### src/rtl/mops_sdo_pkg.sv
// Shared definitions for the MOPS-side SDO responder: frame layout, SDO command
// bytes, abort codes, object indices and the responder FSM state type.
package mops_sdo_pkg;

    localparam int unsigned FRAME_W = 76;
    localparam int unsigned COB_W   = 11;
    localparam int unsigned RTR_POS = 75;
    localparam int unsigned COB_MSB = 74;
    localparam int unsigned COB_LSB = 64;

    localparam logic [COB_W-1:0] SDO_RX_BASE = 11'h600;
    localparam logic [COB_W-1:0] SDO_TX_BASE = 11'h580;

    localparam logic [7:0] CMD_UPLOAD     = 8'h40;
    localparam logic [7:0] CMD_DL_4       = 8'h23;
    localparam logic [7:0] CMD_DL_2       = 8'h2B;
    localparam logic [7:0] CMD_DL_1       = 8'h2F;
    localparam logic [7:0] CMD_UL_RESP_4  = 8'h43;
    localparam logic [7:0] CMD_UL_RESP_2  = 8'h4B;
    localparam logic [7:0] CMD_DL_RESP    = 8'h60;
    localparam logic [7:0] CMD_ABORT      = 8'h80;

    localparam logic [31:0] ABORT_NO_OBJ  = 32'h0602_0000;
    localparam logic [31:0] ABORT_RO      = 32'h0601_0002;
    localparam logic [31:0] ABORT_BAD_CMD = 32'h0504_0001;

    localparam logic [15:0] IDX_DEVICE_TYPE = 16'h1000;
    localparam logic [15:0] IDX_USER_REG    = 16'h2200;
    localparam logic [15:0] IDX_ADC         = 16'h2400;

    typedef enum logic [1:0] {
        ST_IDLE,
        ST_DECODE,
        ST_WAIT,
        ST_SEND
    } sdo_state_t;

    // Payload bytes 0..7, byte0 in the most significant position
    typedef struct packed {
        logic [7:0]  cmd;
        logic [7:0]  idx_lo;
        logic [7:0]  idx_hi;
        logic [7:0]  sub;
        logic [31:0] data;
    } sdo_payload_t;

    typedef struct packed {
        logic             rtr;
        logic [COB_W-1:0] cob_id;
        sdo_payload_t     payload;
    } sdo_frame_t;

    // Converts between a 32-bit value and its little-endian byte order on the wire
    function automatic logic [31:0] swap32(input logic [31:0] v);
        return {v[7:0], v[15:8], v[23:16], v[31:24]};
    endfunction

endpackage

### src/rtl/mops_sdo_od.sv
// Object dictionary of the emulated MOPS: resolves one SDO request into a
// response command/value and owns the writable user register.
module mops_sdo_od
    import mops_sdo_pkg::*;
#(
    parameter logic [31:0] DEVICE_TYPE = 32'h0000_0000,
    parameter logic [5:0]  N_ADC_CH    = 6'd35
) (
    input  logic        clk_40_m,
    input  logic        rst,
    input  logic        i_wr_en,
    input  logic [7:0]  i_cmd,
    input  logic [15:0] i_index,
    input  logic [7:0]  i_sub,
    input  logic [31:0] i_data,
    input  logic [11:0] i_base_adc,
    output logic [7:0]  o_resp_cmd_c,
    output logic [31:0] o_resp_data_c,
    output logic        o_abort_c
);

    logic [31:0] r_user_reg;
    logic        w_dl_ok;
    logic [31:0] w_dl_val;
    logic [11:0] w_adc;

    // Lookup; values are native order, the caller puts them on the wire little-endian
    always_comb begin
        o_resp_cmd_c  = CMD_ABORT;
        o_resp_data_c = ABORT_BAD_CMD;
        o_abort_c     = 1'b1;
        w_dl_ok       = 1'b0;
        w_adc         = 12'(i_base_adc + 12'(i_sub));
        w_dl_val      = i_data;

        case (i_cmd)
            CMD_UPLOAD: begin
                o_resp_data_c = ABORT_NO_OBJ;
                if (i_index == IDX_DEVICE_TYPE && i_sub == 8'h00) begin
                    o_resp_cmd_c  = CMD_UL_RESP_4;
                    o_resp_data_c = DEVICE_TYPE;
                    o_abort_c     = 1'b0;
                end else if (i_index == IDX_USER_REG && i_sub == 8'h00) begin
                    o_resp_cmd_c  = CMD_UL_RESP_4;
                    o_resp_data_c = r_user_reg;
                    o_abort_c     = 1'b0;
                end else if (i_index == IDX_ADC && i_sub != 8'h00 && i_sub <= 8'(N_ADC_CH)) begin
                    o_resp_cmd_c  = CMD_UL_RESP_2;
                    o_resp_data_c = {16'h0000, 4'h0, w_adc};
                    o_abort_c     = 1'b0;
                end
            end
            CMD_DL_4, CMD_DL_2, CMD_DL_1: begin
                if (i_index == IDX_USER_REG && i_sub == 8'h00) begin
                    w_dl_ok       = 1'b1;
                    o_resp_cmd_c  = CMD_DL_RESP;
                    o_resp_data_c = 32'h0000_0000;
                    o_abort_c     = 1'b0;
                end else if (i_index == IDX_DEVICE_TYPE || i_index == IDX_ADC) begin
                    o_resp_data_c = ABORT_RO;
                end else begin
                    o_resp_data_c = ABORT_NO_OBJ;
                end
            end
            default: ;
        endcase

        // Short downloads only carry their low bytes; the rest reads as zero
        if (i_cmd == CMD_DL_2) begin
            w_dl_val = {16'h0000, i_data[15:0]};
        end else if (i_cmd == CMD_DL_1) begin
            w_dl_val = {24'h00_0000, i_data[7:0]};
        end
    end

    always_ff @(posedge clk_40_m) begin
        if (!rst) begin
            r_user_reg <= 32'h0000_0000;
        end else if (i_wr_en && w_dl_ok) begin
            r_user_reg <= w_dl_val;
        end
    end

endmodule

### src/rtl/mops_sdo_responder.sv
// Answers MOPSHUB SDO requests addressed to this node with expedited
// upload/download responses, handed out through a tx_req/tx_ack handshake.
module mops_sdo_responder
    import mops_sdo_pkg::*;
#(
    parameter logic [7:0]  RESP_DELAY  = 8'd4,
    parameter logic [31:0] DEVICE_TYPE = 32'h0000_0000,
    parameter logic [5:0]  N_ADC_CH    = 6'd35
) (
    input  logic               clk_40_m,
    input  logic               rst,
    input  logic [6:0]         node_id,
    input  logic [11:0]        base_adc,
    input  logic [FRAME_W-1:0] rx_frame,
    input  logic               rx_valid,
    output logic [FRAME_W-1:0] tx_frame,
    output logic               tx_req,
    input  logic               tx_ack,
    output logic               busy,
    output logic [15:0]        req_cnt,
    output logic [7:0]         drop_cnt
);

    sdo_state_t         r_state;
    sdo_state_t         w_state_nxt;
    sdo_payload_t       r_req;
    logic [7:0]         r_wait_cnt;
    logic [FRAME_W-1:0] r_tx_frame;
    logic               r_tx_req;
    logic               r_busy;
    logic [15:0]        r_req_cnt;
    logic [7:0]         r_drop_cnt;

    logic [COB_W-1:0]   w_rx_cob;
    logic [COB_W-1:0]   w_tx_cob;
    logic               w_accept;
    logic               w_drop;
    logic [7:0]         w_od_cmd;
    logic [31:0]        w_od_data;
    logic               w_od_abort;
    sdo_frame_t         w_resp;

    assign w_rx_cob = SDO_RX_BASE + 11'(node_id);
    assign w_tx_cob = SDO_TX_BASE + 11'(node_id);
    assign w_accept = rx_valid && (r_state == ST_IDLE) && !rx_frame[RTR_POS]
                   && (rx_frame[COB_MSB:COB_LSB] == w_rx_cob);
    assign w_drop   = rx_valid && (r_state != ST_IDLE);

    mops_sdo_od #(
        .DEVICE_TYPE (DEVICE_TYPE),
        .N_ADC_CH    (N_ADC_CH)
    ) u_od (
        .clk_40_m      (clk_40_m),
        .rst           (rst),
        .i_wr_en       (r_state == ST_DECODE),
        .i_cmd         (r_req.cmd),
        .i_index       ({r_req.idx_hi, r_req.idx_lo}),
        .i_sub         (r_req.sub),
        .i_data        (swap32(r_req.data)),
        .i_base_adc    (base_adc),
        .o_resp_cmd_c  (w_od_cmd),
        .o_resp_data_c (w_od_data),
        .o_abort_c     (w_od_abort)
    );

    always_ff @(posedge clk_40_m) begin
        if (!rst) begin
            r_state <= ST_IDLE;
        end else begin
            r_state <= w_state_nxt;
        end
    end

    // Next state and the response frame assembled during DECODE
    always_comb begin
        w_state_nxt = r_state;
        w_resp      = '0;

        case (r_state)
            ST_IDLE:   if (w_accept) w_state_nxt = ST_DECODE;
            ST_DECODE: w_state_nxt = (RESP_DELAY == 8'd0) ? ST_SEND : ST_WAIT;
            ST_WAIT:   if (r_wait_cnt <= 8'd1) w_state_nxt = ST_SEND;
            ST_SEND:   if (r_tx_req && tx_ack) w_state_nxt = ST_IDLE;
            default:   w_state_nxt = ST_IDLE;
        endcase

        w_resp.rtr            = 1'b0;
        w_resp.cob_id         = w_tx_cob;
        w_resp.payload.cmd    = w_od_abort ? CMD_ABORT : w_od_cmd;
        w_resp.payload.idx_lo = r_req.idx_lo;
        w_resp.payload.idx_hi = r_req.idx_hi;
        w_resp.payload.sub    = r_req.sub;
        w_resp.payload.data   = swap32(w_od_data);
    end

    // tx_req rises on the second SEND cycle and drops on the acknowledging edge
    always_ff @(posedge clk_40_m) begin
        if (!rst) begin
            r_req      <= '0;
            r_wait_cnt <= 8'd0;
            r_tx_frame <= '0;
            r_tx_req   <= 1'b0;
            r_busy     <= 1'b0;
            r_req_cnt  <= 16'd0;
            r_drop_cnt <= 8'd0;
        end else begin
            if (w_accept) begin
                r_req     <= rx_frame[COB_LSB-1:0];
                r_req_cnt <= r_req_cnt + 16'd1;
            end
            if (r_state == ST_DECODE) begin
                r_tx_frame <= w_resp;
                r_wait_cnt <= RESP_DELAY;
            end else if (r_state == ST_WAIT) begin
                r_wait_cnt <= r_wait_cnt - 8'd1;
            end
            r_tx_req <= (r_state == ST_SEND) && !(r_tx_req && tx_ack);
            r_busy   <= (w_state_nxt != ST_IDLE);
            if (w_drop && r_drop_cnt != 8'hFF) begin
                r_drop_cnt <= r_drop_cnt + 8'd1;
            end
        end
    end

    assign tx_frame = r_tx_frame;
    assign tx_req   = r_tx_req;
    assign busy     = r_busy;
    assign req_cnt  = r_req_cnt;
    assign drop_cnt = r_drop_cnt;

endmodule

### config.mk
export PLATFORM = sky130hd
export DESIGN_NAME = mops_sdo_responder
export DESIGN_NICKNAME = d
export VERILOG_FILES = /design/src/rtl/mops_sdo_pkg.sv /design/src/rtl/mops_sdo_od.sv /design/src/rtl/mops_sdo_responder.sv
export SDC_FILE = /design/constraint.sdc
export NUM_CORES = 1
export LEC_CHECK = 0
export CELL_PAD_IN_SITES_DETAIL_PLACEMENT = 1
export CELL_PAD_IN_SITES_GLOBAL_PLACEMENT = 2
export CORE_MARGIN = 1.5
export CORE_UTILIZATION = 31
export CTS_CLUSTER_DIAMETER = 150
export DETAILED_ROUTE_END_ITERATION = 8
export PLACE_DENSITY = 0.83
export SYNTH_ARGS = -nofsm -noshare
export SYNTH_HDL_FRONTEND = slang
export SYNTH_SLANG_ARGS = --single-unit
### constraint.sdc
create_clock -name clk_40_m -period 7 [get_ports clk_40_m]
set_clock_uncertainty 0.2 [all_clocks]
set_input_delay 1.4 -clock clk_40_m [delete_from_list [all_inputs] [get_ports clk_40_m]]
set_output_delay 1.4 -clock clk_40_m [all_outputs]
set_load 0.01 [all_outputs]
# After elaboration in Yosys (flattened, before gate mapping)
# Cells that the tools add are included.
[word_totals]
reg_bits = 207
out_inout_bits = 102
wordCells = 85
[classes]
n_addsub = 6
magnitude_cmp = 2
eq_ne = 12
mux = 27
bitwise_logic = 1
n_reduce_logical = 23
[ops]
columns = ["operator", "count"]
rows = [
  ["32-bit 2-to-1 mux", 5],
  ["32-bit one-hot mux with 2 select lines", 1],
  ["8-bit 2-to-1 mux", 5],
  ["16-bit by 14-bit == test with 1-bit output, second input constant", 2],
  ["27-bit 2-to-1 mux", 1],
  ["8-bit by 6-bit == test with 1-bit output, second input constant", 3],
  ["18-bit 2-to-1 mux", 1],
  ["16-bit by 1-bit adder with 16-bit output, second input constant", 1],
  ["16-bit by 13-bit == test with 1-bit output, second input constant", 1],
  ["8-bit one-hot mux with 2 select lines", 1],
  ["12-bit by 8-bit adder with 12-bit output", 1],
  ["1-bit logical AND", 12],
  ["10-bit by 8-bit adder with 11-bit output, first input constant", 1],
  ["11-bit by 7-bit adder with 11-bit output, first input constant", 1],
  ["11-bit == test", 1],
  ["8-bit by 1-bit adder with 8-bit output, second input constant", 1],
  ["8-bit by 7-bit == test with 1-bit output, second input constant", 1],
  ["8-bit by 1-bit less-or-equal comparator with 1-bit output, second input constant", 1],
  ["8-bit by 6-bit less-or-equal comparator with 1-bit output, second input constant", 1],
  ["8-bit zero test", 1],
  ["8-bit != test, second input constant", 1],
  ["2-bit one-hot mux with 4 select lines", 1],
  ["8-bit nonzero test", 1],
  ["8-bit by 1-bit subtractor with 8-bit output, second input constant", 1],
  ["13 further kinds", 25],
]

# Longest topological paths before layout
[depth]
ltp_word = 8
mapped_depth = 10
ltp_nobuf = 9

# Modules after synthesis
# From an unflattened synthesis, not the netlist that was laid out.
[hier_totals]
cells_unflattened = 1073
area_unflattened_um2 = 9540.4
[by_module_without_submodules]
columns = ["mod", "instances", "cells_per_inst", "area_each_um2", "seq_area_each_um2"]
rows = [
  ["mops_sdo_responder", 1, 782, 7258.2, 3443.3],
  ["mops_sdo_od", 1, 291, 2282.2, 640.6],
]

# Least setup slack after synthesis
# Ideal clock, no wire load.
[synth_path]
path_type = "input port to flip-flop"
startpoint = "input rx_frame[75]"
endpoint = "register r_req[62] (netlist bit)"
t_arrival_ns = 3.125
required_ns = 6.668
setup_slack_ns = 3.542
cell_stages = 8
path_buffers = 3
cell_sequence = "nand4b_1 or4b_1 or3_1 buf_2 clkbuf_1 clkbuf_1 nand2_1 a21oi_1"
[synth_via]
elab_chain_cells = 3
[synth_rtl]
columns = ["element", "line", "source"]
rows = [
  ["start: declaration", "mops_sdo_responder.sv:14", "input logic [FRAME_W-1:0] rx_frame,"],
  ["1-bit zero test", "mops_sdo_responder.sv:45", "assign w_accept = rx_valid && (r_state == ST_IDLE) && !rx_frame[RTR_POS]"],
  ["1-bit logical AND", "mops_sdo_responder.sv:45", ""],
  ["1-bit logical AND", "mops_sdo_responder.sv:46", "&& (rx_frame[COB_MSB:COB_LSB] == w_rx_cob);"],
  ["end signal: assignment", "mops_sdo_responder.sv:108", "r_req <= rx_frame[COB_LSB-1:0];"],
  ["end: declaration", "mops_sdo_responder.sv:26", "sdo_payload_t r_req;"],
]
# Every way passes these cells.
# A chain may end at the register's enable or synchronous reset.

# Final worst setup path
[layout_path]
startpoint = "input rx_valid"
endpoint = "register r_busy (netlist: busy)"
[layout_via]
elab_chain_cells = 6
[layout_rtl]
columns = ["element", "line", "source"]
rows = [
  ["start: declaration", "mops_sdo_responder.sv:15", "input logic rx_valid,"],
  ["1-bit logical AND (2 in series)", "mops_sdo_responder.sv:45", ""],
  ["1-bit logical AND", "mops_sdo_responder.sv:46", ""],
  ["2-bit 2-to-1 mux", "mops_sdo_responder.sv:80", "ST_IDLE: if (w_accept) w_state_nxt = ST_DECODE;"],
  ["2-bit one-hot mux with 4 select lines", "mops_sdo_responder.sv:79", "case (r_state)"],
  ["2-bit nonzero test", "mops_sdo_responder.sv:118", "r_busy <= (w_state_nxt != ST_IDLE);"],
  ["end signal: assignment", "mops_sdo_responder.sv:118", ""],
  ["end: declaration", "mops_sdo_responder.sv:30", "logic r_busy;"],
]
# Every way passes these cells.

==> summary.txt <==
commonest cells in the netlist -> dfxtp_1, nand2_1, a21oi_1
Max Fclk -> 248.4 MHz
crit share post-route -> 57.51%
# fillers -> 3007
Simple-Gate Fraction of Synth Area -> 21.81%
Die W -> 164.9 um
Rel. slew slack -> 29.62%
CTS tree -> done
area leader, netlist -> dfxtp_1
Post-synth top flop -> dfxtp_1
clk slew on worst S/H paths -> 60 ps
WL/cell -> 16.67 um
Die H -> 164.9 um
CP startpoint kind -> input port
main combinational cell family by area after synthesis -> simple AND/OR/NAND/NOR gates
final setup vio count -> 0
Num CTS Buffers -> 23
Setup TNS -> 0 ps
top cell type's share of synthesized area -> 49.49%
Antenna Nets Post-Route -> 0
Post-Synth XOR/XNOR Area -> 4.201%
Pre-Repair DR Iteration Count -> 4
Avg Vias per Cell -> 4.888
mux share of post-synthesis cell area -> 4.309%
initial antenna violation count -> 0
Mean Syn Cell Area -> 8.531 um^2
vias in the first global route -> 7344
top cells by area, synth -> dfxtp_1, nand2_1, a21oi_1
outcome -> finished clean
Setup Fix Bufs, Post-CTS -> 0
core box area -> 0.02591 mm^2
Max Cap Viol -> 0
part of the Yosys area used for sequential elements -> 49.49%
Mapped Area -> 0.008130 mm^2
GRT Residual Overflow -> 0
Fin. Hold Viols -> 0
IO Port Bufs -> 196
flops & latches, synth -> 201
Post-synth EDFFs -> 0
Syn-to-layout area delta -> 35.93%
share of cells above drive strength 1 -> 5.351%
root buffer cell -> clkbuf_16
n_diodes -> 0
# hold bufs at CTS -> 0
Critical Path Fanout Max -> 66
Arrival @ worst endpoint -> 4220 ps
most common cell in the netlist -> dfxtp_1
First DRT Iteration DRCs -> 311
final worst setup slack -> 2975 ps
pre-CTS WS -> 2507 ps
Ys Warns -> 0
fin nets -> 1240
Syn Inst Count -> 953
Hold WS -> 242.3 ps
post-synthesis adder-cell area fraction -> 2.709%
final WL -> 24590 um
Initial Util -> 31.38%
Die ar. -> 0.02721 mm^2
largest net degree at the start of global routing -> 92
worst skew pair latency -> 510 ps
compound-gate portion of the synthesized area -> 13.51%
Hold Path Class -> reg -> reg
worst slew pin tran -> 1055 ps
routed vias -> 7210
critical path capture point type -> flop
RSZ-0062 raised after global routing -> false
max reg flops -> 69
# DRC -> 0
Rows -> 59
post-CTS resize count -> 0
Clock Sinks -> 201
Layout Utilization -> 42.65%
CTS Buffer Depth -> 3
worst vdd ir -> 0.0001325 V
kind of critical path -> in -> reg
I/O pins -> 201
Synth cell types -> 53
crit path time final -> 4025 ps
Max Slew Vio Count -> 0
first-pass GRT wire length -> 38700 um
final total power -> 0.002511 W
Total Routing Usage GR -> 17.99%
Worst Path Required -> 7190 ps
placed wire-length estimate -> 17040 um
Pwr Density -> 227.2 mW/mm^2
Leakage -> 3.767 nW
GP Congestion -> 0.7930
H-tree depth -> 1
post-synthesis async set-or-reset flop share -> 0%
report_power, final:
group	switching, W	total [W]	internal (W)
registers	0.0000163	0.00118	0.00116
clock network	0.000473	0.00114	0.000667
logic	0.0000968	0.000194	0.0000967
total	0.000586	0.00251	0.00192
worst max-delay path, stage by stage:
cell             delay [ps]
clkdlybuf4s50_1         480
nand4b_1                100
or4b_1                  590
or3_2                   630
buf_4                   390
a21oi_1                 280
nor3_1                   80
or2_1                   250
final cells by class:
type	count	area, um^2	share of cell area, %
Sequential cell	201	4024	36.41
Multi-Input combinational cell	680	3817	34.54
Timing Repair Buffer	204	2017	18.25
Clock buffer	33	673.1	6.091
Tap cell	335	419.2	3.793
Inverter	14	55.05	0.4981
Clock inverter	8	46.29	0.4189
per-layer routing:
layer  global-route usage, %  vias up  wire, um
li1                        -     3581         -
met1                   23.31     3444     11240
met2                   30.37      158     11410
met3                   4.244       27      1608
met4                   3.726        0       332
met5                       0        -         0
through the flow:
step	area (um^2)	cells
floorplan	8142	956
global placement	10330	1434
detailed placement	10330	1434
CTS	11050	1475
global route	11050	1475
finish	11050	1475
kinds of logic after synthesis:
kind of cell | after synthesis
buf+inv | 75
fa+ha+maj | 17
xor+xnor | 39
compound gates | 190
flops | 201
other cells | 1
mux | 35
simple gates | 395
placed cells by master (no fill, tap or decap), types with 5 or more instances in the layout:
cell type        Yosys  routed
a21oi_1             84      84
a22o_1              15      15
a22oi_1              5       5
and2_1               8       8
and3_1               5       5
buf_4                7       8
clkbuf_16            0      23
clkbuf_8             0       6
clkdlybuf4s50_1      0     195
clkinv_2             0       6
dfxtp_1            201     201
ha_1                16      15
inv_1               12      12
mux2i_1             35      35
nand2_1            195     195
nand2b_1             5       5
nand3_1             46      45
nand4_1              9       9
nor2_1              79      77
nor3_1              10       9
nor4_1               9       9
o21ai_0             13      13
o21ai_1             47      47
or3_1                7       6
xnor2_1             23      23
xor2_1              16      16
path summary, 6_finish.rpt:
kind | startpoint | end | slack (ps) | cells past startpoint
worst max-delay path | rx_valid | busy | 2970 | 8
worst min-delay path | r_req[29] | u_od.r_user_reg[5] | 240 | 2
worst max register to register | r_req[50] | tx_frame[18] | 3510 | 6
worst min register to register | r_req[29] | u_od.r_user_reg[5] | 240 | 2
Note: power is estimated with default switching activity, not from simulation.
